`src/rtl/fetch_pkg.sv`:
```
// Shared types and constants for the instruction fetch stage.
package fetch_pkg;

  localparam int XLEN = 32;

  localparam logic [XLEN-1:0] NOP_INSTR = 32'hFFFF_FFFF;
  localparam logic [XLEN-1:0] PC_STEP   = 32'd4;

  typedef struct packed {
    logic [XLEN-1:0] instr;
    logic [XLEN-1:0] pcplus4;
  } fetch_entry_t;

endpackage

```
`src/rtl/fetch_fifo.sv`:
```
// Prefetch FIFO holding returned instruction words with their PC+4.
// Flush has priority over push and pop; a push while full is only honoured alongside a pop.
module fetch_fifo
  import fetch_pkg::*;
#(
  parameter int DEPTH = 2
) (
  input  logic                     clk_i,
  input  logic                     rst_i,
  input  logic                     push_i,
  input  fetch_entry_t             data_i,
  input  logic                     pop_i,
  input  logic                     flush_i,
  output fetch_entry_t             head_o,
  output logic                     full_o,
  output logic                     empty_o,
  output logic [$clog2(DEPTH):0]   count_o
);

  localparam int AW = $clog2(DEPTH);
  localparam int CW = AW + 1;

  fetch_entry_t    mem_q [DEPTH];
  logic [AW-1:0]   rdPtr_q, rdPtr_d;
  logic [AW-1:0]   wrPtr_q, wrPtr_d;
  logic [CW-1:0]   count_q, count_d;
  logic            doPush;
  logic            doPop;

  assign full_o  = (count_q == CW'(DEPTH));
  assign empty_o = (count_q == '0);
  assign count_o = count_q;
  assign head_o  = mem_q[rdPtr_q];

  assign doPush = push_i && (!full_o || pop_i);
  assign doPop  = pop_i && !empty_o;

  always_comb begin
    rdPtr_d = rdPtr_q;
    wrPtr_d = wrPtr_q;
    count_d = count_q;
    if (flush_i) begin
      rdPtr_d = '0;
      wrPtr_d = '0;
      count_d = '0;
    end else begin
      if (doPush) wrPtr_d = wrPtr_q + AW'(1);
      if (doPop)  rdPtr_d = rdPtr_q + AW'(1);
      case ({doPush, doPop})
        2'b10:   count_d = count_q + CW'(1);
        2'b01:   count_d = count_q - CW'(1);
        default: count_d = count_q;
      endcase
    end
  end

  always_ff @(posedge clk_i or posedge rst_i) begin
    if (rst_i) begin
      rdPtr_q <= '0;
      wrPtr_q <= '0;
      count_q <= '0;
    end else begin
      rdPtr_q <= rdPtr_d;
      wrPtr_q <= wrPtr_d;
      count_q <= count_d;
    end
  end

  // Storage needs no reset: an entry is only read once count says it was written.
  always_ff @(posedge clk_i) begin
    if (doPush && !flush_i) mem_q[wrPtr_q] <= data_i;
  end

endmodule

```
`src/rtl/fetch_stage.sv`:
```
// Instruction fetch stage: PC, credit-limited memory requests, prefetch FIFO, redirect handling.
// Optional FETCH_PERF_EN adds saturating bubble and redirect counters.
module fetch_stage
  import fetch_pkg::*;
#(
  parameter int               WIDTH      = 32,
  parameter logic [WIDTH-1:0] RESET_PC   = '0,
  parameter int               FIFO_DEPTH = 2
) (
  input  logic             CLK,
  input  logic             CLR,
  input  logic             STALL_F,
  input  logic             BRANCH_TAKEN,
  input  logic [WIDTH-1:0] BRANCH_TARGET,
  output logic             IMEM_REQ,
  output logic [WIDTH-1:0] IMEM_ADDR,
  input  logic             IMEM_RVALID,
  input  logic [WIDTH-1:0] IMEM_RDATA,
  output logic [WIDTH-1:0] INSTR_F,
  output logic [WIDTH-1:0] PCPLUS4_F,
  output logic             VALID_F
`ifdef FETCH_PERF_EN
  ,
  output logic [31:0]      PERF_BUBBLE,
  output logic [31:0]      PERF_REDIRECT
`endif
);

  localparam int AW = $clog2(FIFO_DEPTH);
  localparam int CW = AW + 1;

  logic [WIDTH-1:0] pc_q, pc_d;
  logic [CW-1:0]    outstanding_q, outstanding_d;
  logic [CW-1:0]    drop_q, drop_d;
  logic [AW-1:0]    tagWr_q, tagWr_d;
  logic [AW-1:0]    tagRd_q, tagRd_d;
  logic [WIDTH-1:0] tagMem_q [FIFO_DEPTH];

  logic             credit;
  logic             issue;
  logic             dropNow;
  logic             dataPush;
  logic             dataPop;
  fetch_entry_t     pushEntry;
  fetch_entry_t     dataHead;
  logic             dataFull;
  logic             dataEmpty;
  logic [CW-1:0]    dataCount;

  // In-flight requests (including ones marked for dropping) plus buffered words bound new requests.
  assign credit    = ({1'b0, outstanding_q} + {1'b0, dataCount}) < (CW+1)'(FIFO_DEPTH);
  assign IMEM_REQ  = credit && !BRANCH_TAKEN && !CLR;
  assign IMEM_ADDR = pc_q;
  assign issue     = IMEM_REQ;

  assign dropNow   = (drop_q != '0);
  assign dataPush  = IMEM_RVALID && !dropNow && !BRANCH_TAKEN;
  assign VALID_F   = !dataEmpty && !BRANCH_TAKEN;
  assign dataPop   = VALID_F && !STALL_F;

  assign pushEntry.instr   = XLEN'(IMEM_RDATA);
  assign pushEntry.pcplus4 = XLEN'(tagMem_q[tagRd_q]);

  assign INSTR_F   = VALID_F ? WIDTH'(dataHead.instr)   : WIDTH'(NOP_INSTR);
  assign PCPLUS4_F = VALID_F ? WIDTH'(dataHead.pcplus4) : '0;

  always_comb begin
    pc_d          = pc_q;
    drop_d        = drop_q;
    tagWr_d       = tagWr_q;
    tagRd_d       = tagRd_q;
    outstanding_d = outstanding_q + CW'(issue) - CW'(IMEM_RVALID);
    if (issue) begin
      pc_d    = pc_q + WIDTH'(PC_STEP);
      tagWr_d = tagWr_q + AW'(1);
    end
    if (IMEM_RVALID) tagRd_d = tagRd_q + AW'(1);
    // A response landing in the redirect cycle is discarded here, so it is not counted into drop.
    if (BRANCH_TAKEN) begin
      pc_d   = BRANCH_TARGET;
      drop_d = outstanding_q - CW'(IMEM_RVALID);
    end else if (IMEM_RVALID && dropNow) begin
      drop_d = drop_q - CW'(1);
    end
  end

  always_ff @(posedge CLK or posedge CLR) begin
    if (CLR) begin
      pc_q          <= RESET_PC;
      outstanding_q <= '0;
      drop_q        <= '0;
      tagWr_q       <= '0;
      tagRd_q       <= '0;
    end else begin
      pc_q          <= pc_d;
      outstanding_q <= outstanding_d;
      drop_q        <= drop_d;
      tagWr_q       <= tagWr_d;
      tagRd_q       <= tagRd_d;
    end
  end

  always_ff @(posedge CLK) begin
    if (issue) tagMem_q[tagWr_q] <= pc_q + WIDTH'(PC_STEP);
  end

  fetch_fifo #(
    .DEPTH (FIFO_DEPTH)
  ) u_fifo (
    .clk_i   (CLK),
    .rst_i   (CLR),
    .push_i  (dataPush),
    .data_i  (pushEntry),
    .pop_i   (dataPop),
    .flush_i (BRANCH_TAKEN),
    .head_o  (dataHead),
    .full_o  (dataFull),
    .empty_o (dataEmpty),
    .count_o (dataCount)
  );

  assert property (@(posedge CLK) disable iff (CLR) IMEM_RVALID |-> (outstanding_q != '0));
  assert property (@(posedge CLK) disable iff (CLR) dataPush |-> (!dataFull || dataPop));

`ifdef FETCH_PERF_EN
  logic [31:0] perfBubble_q;
  logic [31:0] perfRedirect_q;

  always_ff @(posedge CLK or posedge CLR) begin
    if (CLR) begin
      perfBubble_q   <= '0;
      perfRedirect_q <= '0;
    end else begin
      if (!VALID_F && !STALL_F && (perfBubble_q != '1)) perfBubble_q <= perfBubble_q + 32'd1;
      if (BRANCH_TAKEN && (perfRedirect_q != '1))       perfRedirect_q <= perfRedirect_q + 32'd1;
    end
  end

  assign PERF_BUBBLE   = perfBubble_q;
  assign PERF_REDIRECT = perfRedirect_q;
`endif

endmodule

```
`config.mk`:
```
export PLATFORM = sky130hd
export DESIGN_NAME = fetch_stage
export DESIGN_NICKNAME = d
export VERILOG_FILES = /design/src/rtl/fetch_pkg.sv /design/src/rtl/fetch_fifo.sv /design/src/rtl/fetch_stage.sv
export SDC_FILE = /design/constraint.sdc
export NUM_CORES = 1
export LEC_CHECK = 0
export CORE_AREA = 4 4 154 156
export DETAILED_ROUTE_END_ITERATION = 12
export DIE_AREA = 0 0 158 160
export DONT_BUFFER_PORTS = 1
export PLACE_DENSITY = 0.69
export SYNTH_ARGS = -nofsm -noshare
export SYNTH_HDL_FRONTEND = slang
export SYNTH_SLANG_ARGS = --single-unit
```
`constraint.sdc`:
```
create_clock -name CLK -period 4.6 [get_ports CLK]
set_input_delay 0.69 -clock CLK [delete_from_list [all_inputs] [get_ports CLK]]
set_output_delay 0.69 -clock CLK [all_outputs]
set_load 0.1 [all_outputs]
```
Word level (Yosys, flattened, before mapping) --
Memory sizes are Yosys's and may differ from the RTL's. Cells that the tools add are included.
Word-level totals: bits in registers 42, bits in writable memories 192, input port bits 69, output and inout port bits 98, word-level logic and storage cells 66, memories kept 2
Memory list:
- u_fifo.mem_q | depth 2, width 64, read ports 1, clocked after memory_dff 0, write ports 1, RTL line fetch_fifo.sv:23 | fetch_entry_t mem_q [DEPTH];
- tagMem_q | depth 2, width 32, read ports 1, clocked after memory_dff 0, write ports 1, RTL line fetch_stage.sv:37 | logic [WIDTH-1:0] tagMem_q [FIFO_DEPTH];
Cells by class: add/subtract/negate cells 12, magnitude comparators 1, equal/unequal tests 3, mux-type cells 16, reduce and logical (&&, ||, !) cells 24
Operator list (count):
- 2-to-1 mux 32 bit | 4
- adder 32 x 3 -> 32 bit (second input constant) | 1
- logical AND 1 bit | 10
- nonzero test 2 bit | 5
- 2-to-1 mux 1 bit | 8
- zero test 1 bit | 6
- 2-to-1 mux 2 bit | 3
- adder 1 bit (second input constant) | 4
- == test 2 bit (second input constant) | 2
- one-hot mux 2 bit (2 select lines) | 1
- subtractor 2 x 1 -> 2 bit | 2
- subtractor 2 x 1 -> 2 bit (second input constant) | 2
- adder 2 x 2 -> 3 bit | 1
- less-than comparator 3 x 2 -> 1 bit (second input constant) | 1
- nonzero test 3 bit | 1
- adder 2 x 1 -> 2 bit | 1
- adder 2 x 1 -> 2 bit (second input constant) | 1
- == test 2 x 1 -> 1 bit (second input constant) | 1
- zero test 2 bit | 1
- logical OR 1 bit | 1

Longest topological paths before layout --
depth after elaboration 9, mapped depth 8, mapped depth without buffers 6

By module --
From an unflattened synthesis, not the netlist that was laid out.
Unflattened totals: cell total of the unflattened synthesis 728, area, all modules 10347.4 um^2
By module, submodules not included:
- fetch_stage | times used 1, cells an instance 499, area an instance 5487.8 um^2, seq. area each 2872.8 um^2
- fetch_fifo | times used 1, cells an instance 229, area an instance 4859.7 um^2, seq. area each 3943.8 um^2

Least setup slack after synthesis --
Ideal clock, no wire load.
path type register to register, start register u_fifo.count_q[0] (netlist: u_fifo.count_o[0]), end memory tagMem_q[0][0] (enable), setup time 461 ps, arrival time 3917 ps, required time 4139 ps, path slack 222 ps, stages on the path, launching flop included 7, path buffers 2, clock period less this slack 4378 ps, path through dfrtp_1 -> and2_1 -> fa_1 -> or3_1 -> buf_2 -> clkbuf_1 -> nor3_1
On the way: cells in the longest elaborated chain, start to end 6
Ends and longest elaborated chain:
- start, declared | RTL line fetch_fifo.sv:26 | logic [CW-1:0] count_q, count_d;
- start signal, assigned | RTL line fetch_fifo.sv:65 | count_q <= count_d;
- adder 2 x 2 -> 3 bit | RTL line fetch_stage.sv:51 | assign credit = ({1'b0, outstanding_q} + {1'b0, dataCount}) < (CW+1)'(FIFO_DEPTH);
- less-than comparator 3 x 2 -> 1 bit | RTL line fetch_stage.sv:51
- logical AND 1 bit (2 in series) | RTL line fetch_stage.sv:52 | assign IMEM_REQ = credit && !BRANCH_TAKEN && !CLR;
- 2-to-1 mux 1 bit | RTL line fetch_stage.sv:104 | if (issue) tagMem_q[tagWr_q] <= pc_q + WIDTH'(PC_STEP);
- 2-to-1 mux 1 bit (implied by the code) | RTL line fetch_stage.sv:104
- end, declared | RTL line fetch_stage.sv:37
No other way between the ends.

Worst setup path in the final report --
start register u_fifo.count_q[0] (netlist: u_fifo.count_o[0]), end output port IMEM_REQ
On the way: cells in the longest elaborated chain, start to end 4
Ends and longest elaborated chain:
- adder 2 x 2 -> 3 bit | RTL line fetch_stage.sv:51
- less-than comparator 3 x 2 -> 1 bit | RTL line fetch_stage.sv:51
- logical AND 1 bit (2 in series) | RTL line fetch_stage.sv:52
- end, declared | RTL line fetch_stage.sv:15 | output logic IMEM_REQ,
No other way between the ends.

==> flow_summary.ini <==
[run_status]
status = completed

[global_route]
grt_max_degree = 65
vias_in_the_first_global_route = 5838
grt_util_all_layers_pct = 15.60
grt_remaining_overflow = 0
antenna_found_initial = 0
grt_pass1_wl_um = 31860

[logic_synthesis]
syn_nets = 794
post_synth_instance_area_um2 = 9980
post_synth_inst_count = 720
synth_edf_count = 192
synth_seq_cells = 234
synth_cell_type_count = 43
synth_area_per_cell_um2 = 13.86
yosysWarningCount = 0
synth_seq_area_share_pct = 68.30
postSynth.asyncResetShare_pct = 17.95
most_frequently_used_flop_master_after_synthesis = edfxtp_1

[final_layout]
final_cell_count_no_fill = 1069
design.final.nets = 838
layout_stage_area_growth_over_the_synthesis_result_pct = 15.76
final_core_utilization_pct = 51.65
mostFrequentLayoutCells = edfxtp_1 (192), nand2_1 (72), mux2i_1 (66)
final_common_cell = edfxtp_1
num_antenna_cells = 0
share_of_cells_above_drive_strength_1_pct = 22.32

[die]
chipWidth_um = 158
core_area_um2 = 22370
placement_rows = 55
die_height_um = 160
floorplan.io_pins = 167
initial_utilization_pct = 44.62
die_area_um2 = 25280

[place]
hpwl_um = 13730
finalWeightedCongestion = 0.8836
detailedPlace.worstSlack_ns = 1.431
io_buffers = 0
placed_cells = 1021

[timing]
relSlewSlack_pct = 23.18
timing_worst_slew_pin_value_ns = 1.152
fin_crit_sh_pct = 77.38
report.final.slew_viol_count = 0
finalClockSkew_ns = 0.01572
period_minus_slack_ns = 3.559
report.final.setup_viol = 0
fmaxAchievable_mhz = 281.0
setup_ws_ns = 1.041
report.final.hold_viol_count = 0
grt_setup_unrepaired = false
fin_tns_setup_ns = 0
fin_worst_hold_slack_ns = 0.06638

[clock_tree]
post_cts_resize_count = 0
cts.sinks = 234
clock_tree.root_cell = clkbuf_16
hold_buffers = 0
tritoncts = yes
worstSkewPairLatency_ns = 0.52
clock_tree.buffer_depth = 3
clkSlewWorstSetupHoldPaths_ns = 0.06
cts.repair_timing.setup_buffer_count = 0
cts-buffers-inserted = 26
h-tree-depth = 1

[power]
peakVddDrop_uv = 352.3
power_switching_uw = 1991
netSwitchingFraction_pct = 32.39
cellPowerDensity_nw_per_um2 = 532.0
power.internal_uw = 4156
static_leakage_power_uw = 0.003866
clock_network_fraction_of_design_power_pct = 32.1
power_frac_comb_pct = 21.8
pwr-share-seq_pct = 46.1

[detailed_routing]
antenna_violating_nets_left = 0
drtIter0Drc = 322
routed_via_density = 5.425
final_routed_wirelength_across_all_metal_layers_um = 20420
detail_route.first_pass.iterations = 4
drc = 0
route.detailed.wl_per_inst_um = 19.10
vias = 5799

[critical_path]
cp-start-kind = flip-flop
cp.buffers_inverters = 1
cp_slowest_cell = or3_1
setup.worst_path.end_class = primary output
crit_required_ns = 3.91
path_max_fanout = 16
classification_of_the_worst_setup_path = reg2out
critical_path.max_stage_delay_ns = 0.61
critical-path-top-delay-family = simple AND/OR/NAND/NOR gates
timing.critical_path.arrival_ns = 2.87
crit_path_cell_trace = and2_1, fa_1, or3_1, nor2_2, buf_4

[job]
maxCapViolCount = 0

[worst_hold_path]
hold_path.class = in2async
==> sequential cells by signal, summed over array words and instances (netlist names) <==
| signal | count |
|---|---|
| u_fifo.rdPtr_q | 1 |
| u_fifo.count_o | 2 |
| drop_q | 2 |
| u_fifo.mem_q | 128 |
| tagRd_q | 1 |
| tagWr_q | 1 |
| tagMem_q | 64 |
| u_fifo.wrPtr_q | 1 |
| IMEM_ADDR | 32 |
| outstanding_q | 2 |
==> metal layers <==
layer / vias up / share of wire, % / global-route usage [%]
li1: 2764 / - / -
met1: 2779 / 42 / 20.44
met2: 234 / 48 / 25.62
met3: 22 / 9.1 / 4.688
met4: 0 / 1.2 / 3.800
met5: - / 0 / 0
==> synth_stat cells (6+ instances only) <==
master	instances	area share [%]
edfxtp_1	192	58
xor2_1	16	1.4
and3_1	6	0.38
nand2_1	72	2.7
nor2_1	61	2.3
nor4_1	7	0.44
mux2_2	34	3.8
nor3_1	12	0.60
and4_1	7	0.61
dfrtp_1	42	11
o31ai_1	9	0.68
o21ai_0	17	0.85
clkbuf_1	30	1.1
nand4_1	12	0.75
mux2i_1	66	6.6
xnor2_1	29	2.5
inv_1	13	0.49
nand3_1	22	1.1
buf_1	6	0.23
a31oi_1	12	0.75
or4_1	12	0.90
==> kinds of logic after synthesis <==
| group | count (synthesis) | synth area share [%] |
|---|---|---|
| adder cells (fa/ha/maj) | 5 | 0.7021 |
| buffers and inverters | 55 | 2.207 |
| XOR/XNOR | 45 | 3.949 |
| flip-flops | 234 | 68.30 |
| multiplexers | 100 | 10.46 |
| AND/OR/NAND/NOR | 227 | 10.91 |
| AO/OA/AOI/OAI | 54 | 3.473 |
==> worst paths after layout <==
| check | from | end | slack (ns) | cells after the start |
|---|---|---|---|---|
| worst max register to register | u_fifo.count_o[0] | IMEM_ADDR[26] | 1.36 | 6 |
| min in group CLK | IMEM_RVALID | tagRd_q | 0.25 | 1 |
| worst min register to register | tagRd_q | tagRd_q | 0.48 | 1 |
| worst max-delay path | u_fifo.count_o[0] | IMEM_REQ | 1.04 | 5 |
| max in group asynchronous | CLR | IMEM_ADDR[30] | 3.69 | 2 |
| worst min-delay path | CLR | outstanding_q[0] | 0.07 | 1 |
==> power by group through the flow <==
stage / clock (µW) / combinational (µW) / sequential, µW
final: 1970 / 1340 / 2830
after global routing: 2120 / 1430 / 2860
after CTS: 2030 / 1350 / 2840
after detailed placement: 0 / 1340 / 2880
after global placement: 0 / 1310 / 2870
after floorplan: 0 / 979 / 2940
==> stage by stage <==
stage | area, µm² | power (µW)
floorplan | 9980 | 3919
global placement | 10720 | 4177
detailed placement | 10720 | 4224
CTS | 11550 | 6217
global route | 11550 | 6409
finish | 11550 | 6146
==> cell type report <==
cell class	count	area (µm²)
fill	1858	10810
clock buffer	32	694.4
inverter	13	48.80
timing repair buffer	58	435.4
tap	285	356.6
sequential	234	6820
clock inverter	16	140.1
multi-input combinational	431	3057
(Power assumes the default switching activity.)
